--- src/rtl/conv_pkg.sv ---
// rtl/conv_pkg.sv - shared types, defaults and helpers for the conv tile load scheduler
package conv_pkg;

    typedef enum logic [1:0] {
        ST_IN_FM  = 2'd0,
        ST_WEIGHT = 2'd1,
        ST_OUT_FM = 2'd2
    } stream_t;

    typedef enum logic [1:0] {
        S_IDLE  = 2'd0,
        S_LOAD  = 2'd1,
        S_DRAIN = 2'd2,
        S_DONE  = 2'd3
    } state_t;

    localparam int DEF_IN_FM_SIZE  = 16384;
    localparam int DEF_WEIGHT_SIZE = 2304;
    localparam int DEF_OUT_FM_SIZE = 16384;
    localparam int DEF_IN_FM_BASE  = 0;
    localparam int DEF_WEIGHT_BASE = 16384;
    localparam int DEF_OUT_FM_BASE = 18688;

    // A zero-size stream still needs a 1-bit counter to keep the vectors legal.
    function automatic int cnt_w(input int size);
        return (size < 1) ? 1 : $clog2(size + 1);
    endfunction

endpackage

--- src/rtl/rr_arb3.sv ---
// rtl/rr_arb3.sv - 3-way round-robin arbiter, combinational one-hot grant, registered pointer
module rr_arb3 (
    input  logic       clk,
    input  logic       rst,
    input  logic       i_clear,
    input  logic [2:0] i_req,
    output logic [2:0] o_gnt
);

    logic [1:0] r_ptr;
    logic [1:0] w_ptr_nxt;

    function automatic logic [2:0] pick(input logic [2:0] req, input logic [1:0] a,
                                        input logic [1:0] b, input logic [1:0] c);
        logic [2:0] g;
        g = 3'b000;
        if (req[a])      g[a] = 1'b1;
        else if (req[b]) g[b] = 1'b1;
        else if (req[c]) g[c] = 1'b1;
        return g;
    endfunction

    always_comb begin
        o_gnt = 3'b000;
        case (r_ptr)
            2'd1:    o_gnt = pick(i_req, 2'd1, 2'd2, 2'd0);
            2'd2:    o_gnt = pick(i_req, 2'd2, 2'd0, 2'd1);
            default: o_gnt = pick(i_req, 2'd0, 2'd1, 2'd2);
        endcase
    end

    always_comb begin
        w_ptr_nxt = r_ptr;
        if (o_gnt[0])      w_ptr_nxt = 2'd1;
        else if (o_gnt[1]) w_ptr_nxt = 2'd2;
        else if (o_gnt[2]) w_ptr_nxt = 2'd0;
    end

    always_ff @(posedge clk or negedge rst) begin
        if (!rst) begin
            r_ptr <= 2'd0;
        end else if (i_clear) begin
            r_ptr <= 2'd0;
        end else begin
            r_ptr <= w_ptr_nxt;
        end
    end

endmodule

--- src/rtl/conv_tile_load_sched.sv ---
// rtl/conv_tile_load_sched.sv - sequences one conv tile load from a shared read port into three FIFOs
module conv_tile_load_sched
    import conv_pkg::*;
#(
    parameter int AW          = 16,
    parameter int DW          = 32,
    parameter int RD_LAT      = 2,
    parameter int IN_FM_SIZE  = DEF_IN_FM_SIZE,
    parameter int WEIGHT_SIZE = DEF_WEIGHT_SIZE,
    parameter int OUT_FM_SIZE = DEF_OUT_FM_SIZE,
    parameter int IN_FM_BASE  = DEF_IN_FM_BASE,
    parameter int WEIGHT_BASE = DEF_WEIGHT_BASE,
    parameter int OUT_FM_BASE = DEF_OUT_FM_BASE
) (
    input  logic          clk,
    input  logic          rst,
    input  logic          tile_start,
    output logic          tile_busy,
    output logic          tile_load_done,
    output logic          mem_rd_ena,
    output logic [AW-1:0] mem_rd_addr,
    input  logic [DW-1:0] mem_rd_data,
    output logic          in_fm_push,
    output logic          weight_push,
    output logic          out_fm_push,
    output logic [DW-1:0] fifo_wr_data,
    input  logic          in_fm_almost_full,
    input  logic          weight_almost_full,
    input  logic          out_fm_almost_full
);

    localparam int IW = cnt_w(IN_FM_SIZE);
    localparam int WW = cnt_w(WEIGHT_SIZE);
    localparam int OW = cnt_w(OUT_FM_SIZE);
    localparam logic [IW-1:0] IN_SZ = IW'(IN_FM_SIZE);
    localparam logic [WW-1:0] W_SZ  = WW'(WEIGHT_SIZE);
    localparam logic [OW-1:0] O_SZ  = OW'(OUT_FM_SIZE);

    state_t r_state, w_state_nxt;
    logic [IW-1:0] r_in_iss, r_in_push, w_in_iss_nxt, w_in_push_nxt;
    logic [WW-1:0] r_w_iss,  r_w_push,  w_w_iss_nxt,  w_w_push_nxt;
    logic [OW-1:0] r_o_iss,  r_o_push,  w_o_iss_nxt,  w_o_push_nxt;
    logic [2:0]    w_req, w_gnt;
    stream_t       w_gnt_id;
    logic [RD_LAT-1:0]      r_tag_vld;
    logic [RD_LAT-1:0][1:0] r_tag_id;
    logic [1:0]    w_tag_id;
    logic          w_start, w_iss_all, w_push_all;

    assign w_start = (r_state == S_IDLE) && tile_start;

    assign w_req[0] = (r_state == S_LOAD) && (r_in_iss < IN_SZ) && !in_fm_almost_full;
    assign w_req[1] = (r_state == S_LOAD) && (r_w_iss  < W_SZ)  && !weight_almost_full;
    assign w_req[2] = (r_state == S_LOAD) && (r_o_iss  < O_SZ)  && !out_fm_almost_full;

    rr_arb3 u_arb (
        .clk     (clk),
        .rst     (rst),
        .i_clear (w_start),
        .i_req   (w_req),
        .o_gnt   (w_gnt)
    );

    always_comb begin
        mem_rd_addr = '0;
        w_gnt_id    = ST_IN_FM;
        if (w_gnt[0]) begin
            mem_rd_addr = AW'(IN_FM_BASE) + AW'(r_in_iss);
        end else if (w_gnt[1]) begin
            mem_rd_addr = AW'(WEIGHT_BASE) + AW'(r_w_iss);
            w_gnt_id    = ST_WEIGHT;
        end else if (w_gnt[2]) begin
            mem_rd_addr = AW'(OUT_FM_BASE) + AW'(r_o_iss);
            w_gnt_id    = ST_OUT_FM;
        end
    end

    assign mem_rd_ena = |w_gnt;

    // The tag pipe mirrors the port latency, so its head lines up with mem_rd_data.
    assign w_tag_id     = r_tag_id[RD_LAT-1];
    assign in_fm_push   = r_tag_vld[RD_LAT-1] && (w_tag_id == ST_IN_FM);
    assign weight_push  = r_tag_vld[RD_LAT-1] && (w_tag_id == ST_WEIGHT);
    assign out_fm_push  = r_tag_vld[RD_LAT-1] && (w_tag_id == ST_OUT_FM);
    assign fifo_wr_data = (in_fm_push || weight_push || out_fm_push) ? mem_rd_data : '0;

    assign w_in_iss_nxt  = r_in_iss  + IW'(w_gnt[0]);
    assign w_w_iss_nxt   = r_w_iss   + WW'(w_gnt[1]);
    assign w_o_iss_nxt   = r_o_iss   + OW'(w_gnt[2]);
    assign w_in_push_nxt = r_in_push + IW'(in_fm_push);
    assign w_w_push_nxt  = r_w_push  + WW'(weight_push);
    assign w_o_push_nxt  = r_o_push  + OW'(out_fm_push);

    // Completion includes this cycle's issue/push so no idle cycle is spent per phase.
    assign w_iss_all  = (w_in_iss_nxt == IN_SZ) && (w_w_iss_nxt == W_SZ) && (w_o_iss_nxt == O_SZ);
    assign w_push_all = (w_in_push_nxt == IN_SZ) && (w_w_push_nxt == W_SZ) && (w_o_push_nxt == O_SZ);

    always_comb begin
        w_state_nxt    = r_state;
        tile_busy      = 1'b0;
        tile_load_done = 1'b0;
        case (r_state)
            S_IDLE:  if (tile_start) w_state_nxt = S_LOAD;
            S_LOAD: begin
                tile_busy = 1'b1;
                if (w_iss_all) w_state_nxt = S_DRAIN;
            end
            S_DRAIN: begin
                tile_busy = 1'b1;
                if (w_push_all) w_state_nxt = S_DONE;
            end
            S_DONE: begin
                tile_load_done = 1'b1;
                w_state_nxt    = S_IDLE;
            end
            default: w_state_nxt = S_IDLE;
        endcase
    end

    always_ff @(posedge clk or negedge rst) begin
        if (!rst) begin
            r_state   <= S_IDLE;
            r_in_iss  <= '0;
            r_w_iss   <= '0;
            r_o_iss   <= '0;
            r_in_push <= '0;
            r_w_push  <= '0;
            r_o_push  <= '0;
        end else begin
            r_state <= w_state_nxt;
            if (w_start) begin
                r_in_iss  <= '0;
                r_w_iss   <= '0;
                r_o_iss   <= '0;
                r_in_push <= '0;
                r_w_push  <= '0;
                r_o_push  <= '0;
            end else begin
                r_in_iss  <= w_in_iss_nxt;
                r_w_iss   <= w_w_iss_nxt;
                r_o_iss   <= w_o_iss_nxt;
                r_in_push <= w_in_push_nxt;
                r_w_push  <= w_w_push_nxt;
                r_o_push  <= w_o_push_nxt;
            end
        end
    end

    always_ff @(posedge clk or negedge rst) begin
        if (!rst) begin
            r_tag_vld <= '0;
            r_tag_id  <= '0;
        end else begin
            r_tag_vld[0] <= mem_rd_ena;
            r_tag_id[0]  <= w_gnt_id;
            for (int k = 1; k < RD_LAT; k++) begin
                r_tag_vld[k] <= r_tag_vld[k-1];
                r_tag_id[k]  <= r_tag_id[k-1];
            end
        end
    end

endmodule

--- config.mk ---
export PLATFORM = sky130hd
export DESIGN_NAME = conv_tile_load_sched
export DESIGN_NICKNAME = d
export VERILOG_FILES = /design/src/rtl/conv_pkg.sv /design/src/rtl/rr_arb3.sv /design/src/rtl/conv_tile_load_sched.sv
export SDC_FILE = /design/constraint.sdc
export NUM_CORES = 1
export LEC_CHECK = 0
export ABC_CLOCK_PERIOD_IN_PS = 4400
export CORE_MARGIN = 2
export CORE_UTILIZATION = 30
export DETAILED_ROUTE_END_ITERATION = 16
export SETUP_SLACK_MARGIN = 0.02
export SLEW_MARGIN = 20
export SYNTH_ARGS = -nofsm -noshare
export SYNTH_HDL_FRONTEND = slang
export SYNTH_SLANG_ARGS = --single-unit
--- constraint.sdc ---
create_clock -name clk -period 4.4 [get_ports clk]
set_clock_uncertainty 0.1 [all_clocks]
set_input_delay 0.88 -clock clk [delete_from_list [all_inputs] [get_ports clk]]
set_output_delay 0.88 -clock clk [all_outputs]
set_load 0.05 [all_outputs]
==> reports/metrics.yaml <==
run_status:
  run_status: "finished clean"
finish:
  final_util_pct: 39.4
  drive_gt1_share_pct: 10.3
  nNetsFinal: 841
  diodes: 0
  final-instance-count-excl-fill: 1053
  fin_area_um2: 7690
  register_area_um2: 2350
  multiInputGateArea_um2: 3390
  fillers: 1983
  area_growth_pct: 28.7
synth:
  synth_area_leaders: "dfrtp_1 (39%), xnor2_1 (8.2%), nor2_1 (6.7%)"
  synth_top_area_cell: "dfrtp_1"
  syn_nets: 751
  yosys_register_bits: 94
  async_reset_ff_share_pct: 100
  syn-cell-area_um2: 5980
  synth_cell_types: 62
  yosysMostFrequentCell: "nor2_1"
  yosys_warnings: 0
  synth_edf_count: 0
  syn_area_per_cell_um2: 8.63
  synth_cells: 693
  synthTopCellsByCount: "nor2_1 (106), dfrtp_1 (94), xnor2_1 (56), nand3_1 (49), nand2_1 (41)"
  synthFlopType: "dfrtp_1"
  synth_top_area_share_pct: 39.3
  ys_seq_area_share_pct: 39.3
die:
  io_pins: 92
  initial_utilization_pct: 30.6
  die_y_um: 145
  core_area_um2: 19500
  die_x_um: 145
  num_rows: 51
  die_area_um2: 21100
cts:
  postCtsSetupRepairBufs: 0
  tritoncts: "done"
  cts_inserted_buffers: 9
  htreeDepth: 3
  cts_root_buf: "clkbuf_16"
  cts.sinks: 94
  clockBufferDepth: 2
  clkLatencyLatePin_ps: 350
  clkTransAtPathRegs_ps: 70
routing:
  drt_iter0_markers: 405
  ant_nets: 0
  dr.pass1.iters: 7
  via_per_inst: 4.93
  finalWirelength_um: 16000
  drc: 0
  num_vias: 5192
  wire_per_inst_um: 15.2
timing:
  period_share_pct: 93.3
  maxSlewHeadroom_pct: 48.6
  min_period_ps: 4110
  drv_slew: 0
  max_freq_mhz: 244
  totalNegativeSetupSlack_ps: 0
  hold_viol: 0
  setup_viol_count_final: 0
  tightestPinTransition_ps: 771
  rsz0062_at_grt: "no"
place:
  finalWeightedCongestion: 0.896
  numPortBuffers: 91
  dpl.hpwl_um: 11800
  placedCellCount: 1037
  placedInstanceArea_um2: 7320
setup_path:
  worst-path-max-fanout: 2
  endpoint_kind: "flop"
  r2r_start: "r_w_iss[10]"
  worstPathArrival_ps: 4240
  ff2ff_path_depth: 16
  crit_type: "in2reg"
  timing.rr.end: "r_state[1]"
  startpoint_type: "primary input"
  reg2reg_slack_ps: 430
  worstPathRequired_ps: 4540
power:
  power_switching_share_pct: 43.9
  power.leakage_uw: 0.00316
  peakVddDrop_mv: 0.361
  power_frac_comb_pct: 46.9
  powerDensity_nw_per_um2: 557
  p_int_uw: 2400
  seq_power_share_pct: 31.9
  p_switching_uw: 1880
  clkPwrFrac_pct: 21.2
grt:
  antenna_found_initial: 0
  grt_pass1_wl_um: 26700
  grt_overflow_total: 0
  grt_pass1_vias: 5070
  grtUsageTotal_pct: 15.6
  grt_max_degree: 81
min_path:
  min_to: "r_tag_vld[1]"
  holdPathStages: 0
  min_path_type: "reg2reg"
  worstHoldStart: "r_tag_vld[0]"
run:
  cap_violations: 0
per-stage QoR:
step	setup WS [ps]	hold WS (ps)	power, uW
finish	295	254	4280
global route	26.5	259	4540
CTS	258	256	4310
detailed placement	-92.6	240	3380
global placement	-38.1	232	3360
floorplan	139	231	2680
worst max-delay path by stage:
stage                       start    endpoint  slack [ps]  depth (start not counted)
2_1_floorplan  weight_almost_full  r_state[1]         140                         17
3_3_place_gp   out_fm_almost_full  r_state[1]         -40                         16
3_5_place_dp   out_fm_almost_full  r_state[1]         -90                         16
4_1_cts        out_fm_almost_full  r_state[1]         260                         16
5_1_grt        out_fm_almost_full  r_state[1]          30                         16
6_report       out_fm_almost_full  r_state[1]         290                         16
per-layer routing:
layer  vias up  global-route usage (%)  wire (um)
li1       2566                       -          -
met1      2470                    20.3       7260
met2       131                    24.9       7530
met3        25                    3.65        750
met4         0                    6.18        437
met5         -                       0          0
placed cells by master (no fill, tap or decap), types with 13 or more instances in the layout:
master,instances
a21oi_1,16
a31oi_1,17
and2_1,33
and3_1,15
buf_4,45
clkdlybuf4s50_1,73
dfrtp_1,94
ha_1,20
inv_1,19
nand2_1,41
nand3_1,49
nand4_1,18
nor2_1,105
nor3_1,18
o21ai_0,13
xnor2_1,56
xor2_1,25
final cells by class:
type                            instances  share of cell area (%)
Tap cell                              265                    4.31
Clock buffer                            9                    2.93
Inverter                               19                   0.927
Clock inverter                          7                    1.58
Multi-Input combinational cell        534                    44.1
Sequential cell                        94                    30.6
Timing Repair Buffer                  125                    15.6
logic make-up (layout without fill, tap and decap cells):
family                     Yosys count  count (layout)  share of synthesized area (%)
adders and majority gates           20              20                           4.19
and+or+nand+nor                    345             345                           30.1
xor gates and xnor gates            81              81                           11.9
AOI/OAI and AO/OA                   81              81                           8.96
buffers and inverters               65             160                           4.40
muxes                                7               7                           1.19
DFF                                 94              94                           39.3
power groups by stage:
| stage | Sequential [uW] | Combinational (uW) | Clock [uW] |
|---|---|---|---|
| detailed placement | 1370 | 2010 | 0 |
| global route | 1410 | 2160 | 971 |
| floorplan | 1230 | 1450 | 0 |
| CTS | 1360 | 2020 | 937 |
| finish | 1360 | 2010 | 910 |
| global placement | 1370 | 1990 | 0 |
flip-flops by register name, summed over array words and instances (netlist names):
name	cells
w_tag_id	2
u_arb.r_ptr	2
r_in_iss	15
r_tag_id	2
r_o_push	15
r_w_push	12
r_in_push	15
r_o_iss	15
r_state	2
r_tag_vld	2
r_w_iss	12
timing repair:
| item | CTS | global route |
|---|---|---|
| hold buffers | 0 | 0 |
| resized for setup | 0 | 4 |
| endpoints found under the setup margin | 0 | 2 |
worst max-delay path, cell delays in order:
cell and delay, ps:
clkdlybuf4s50_1 420, nor3b_2 210, inv_1 60, a21oi_1 140
o22ai_1 80, nand2b_1 120, inv_1 60, ha_1 190
ha_1 290, or4_1 490, nor4_1 260, o2111ai_1 170
nor3_2 180, nand4_1 170, a21oi_2 190, mux2_1 330
No activity file was read; power rests on OpenSTA's default activity.
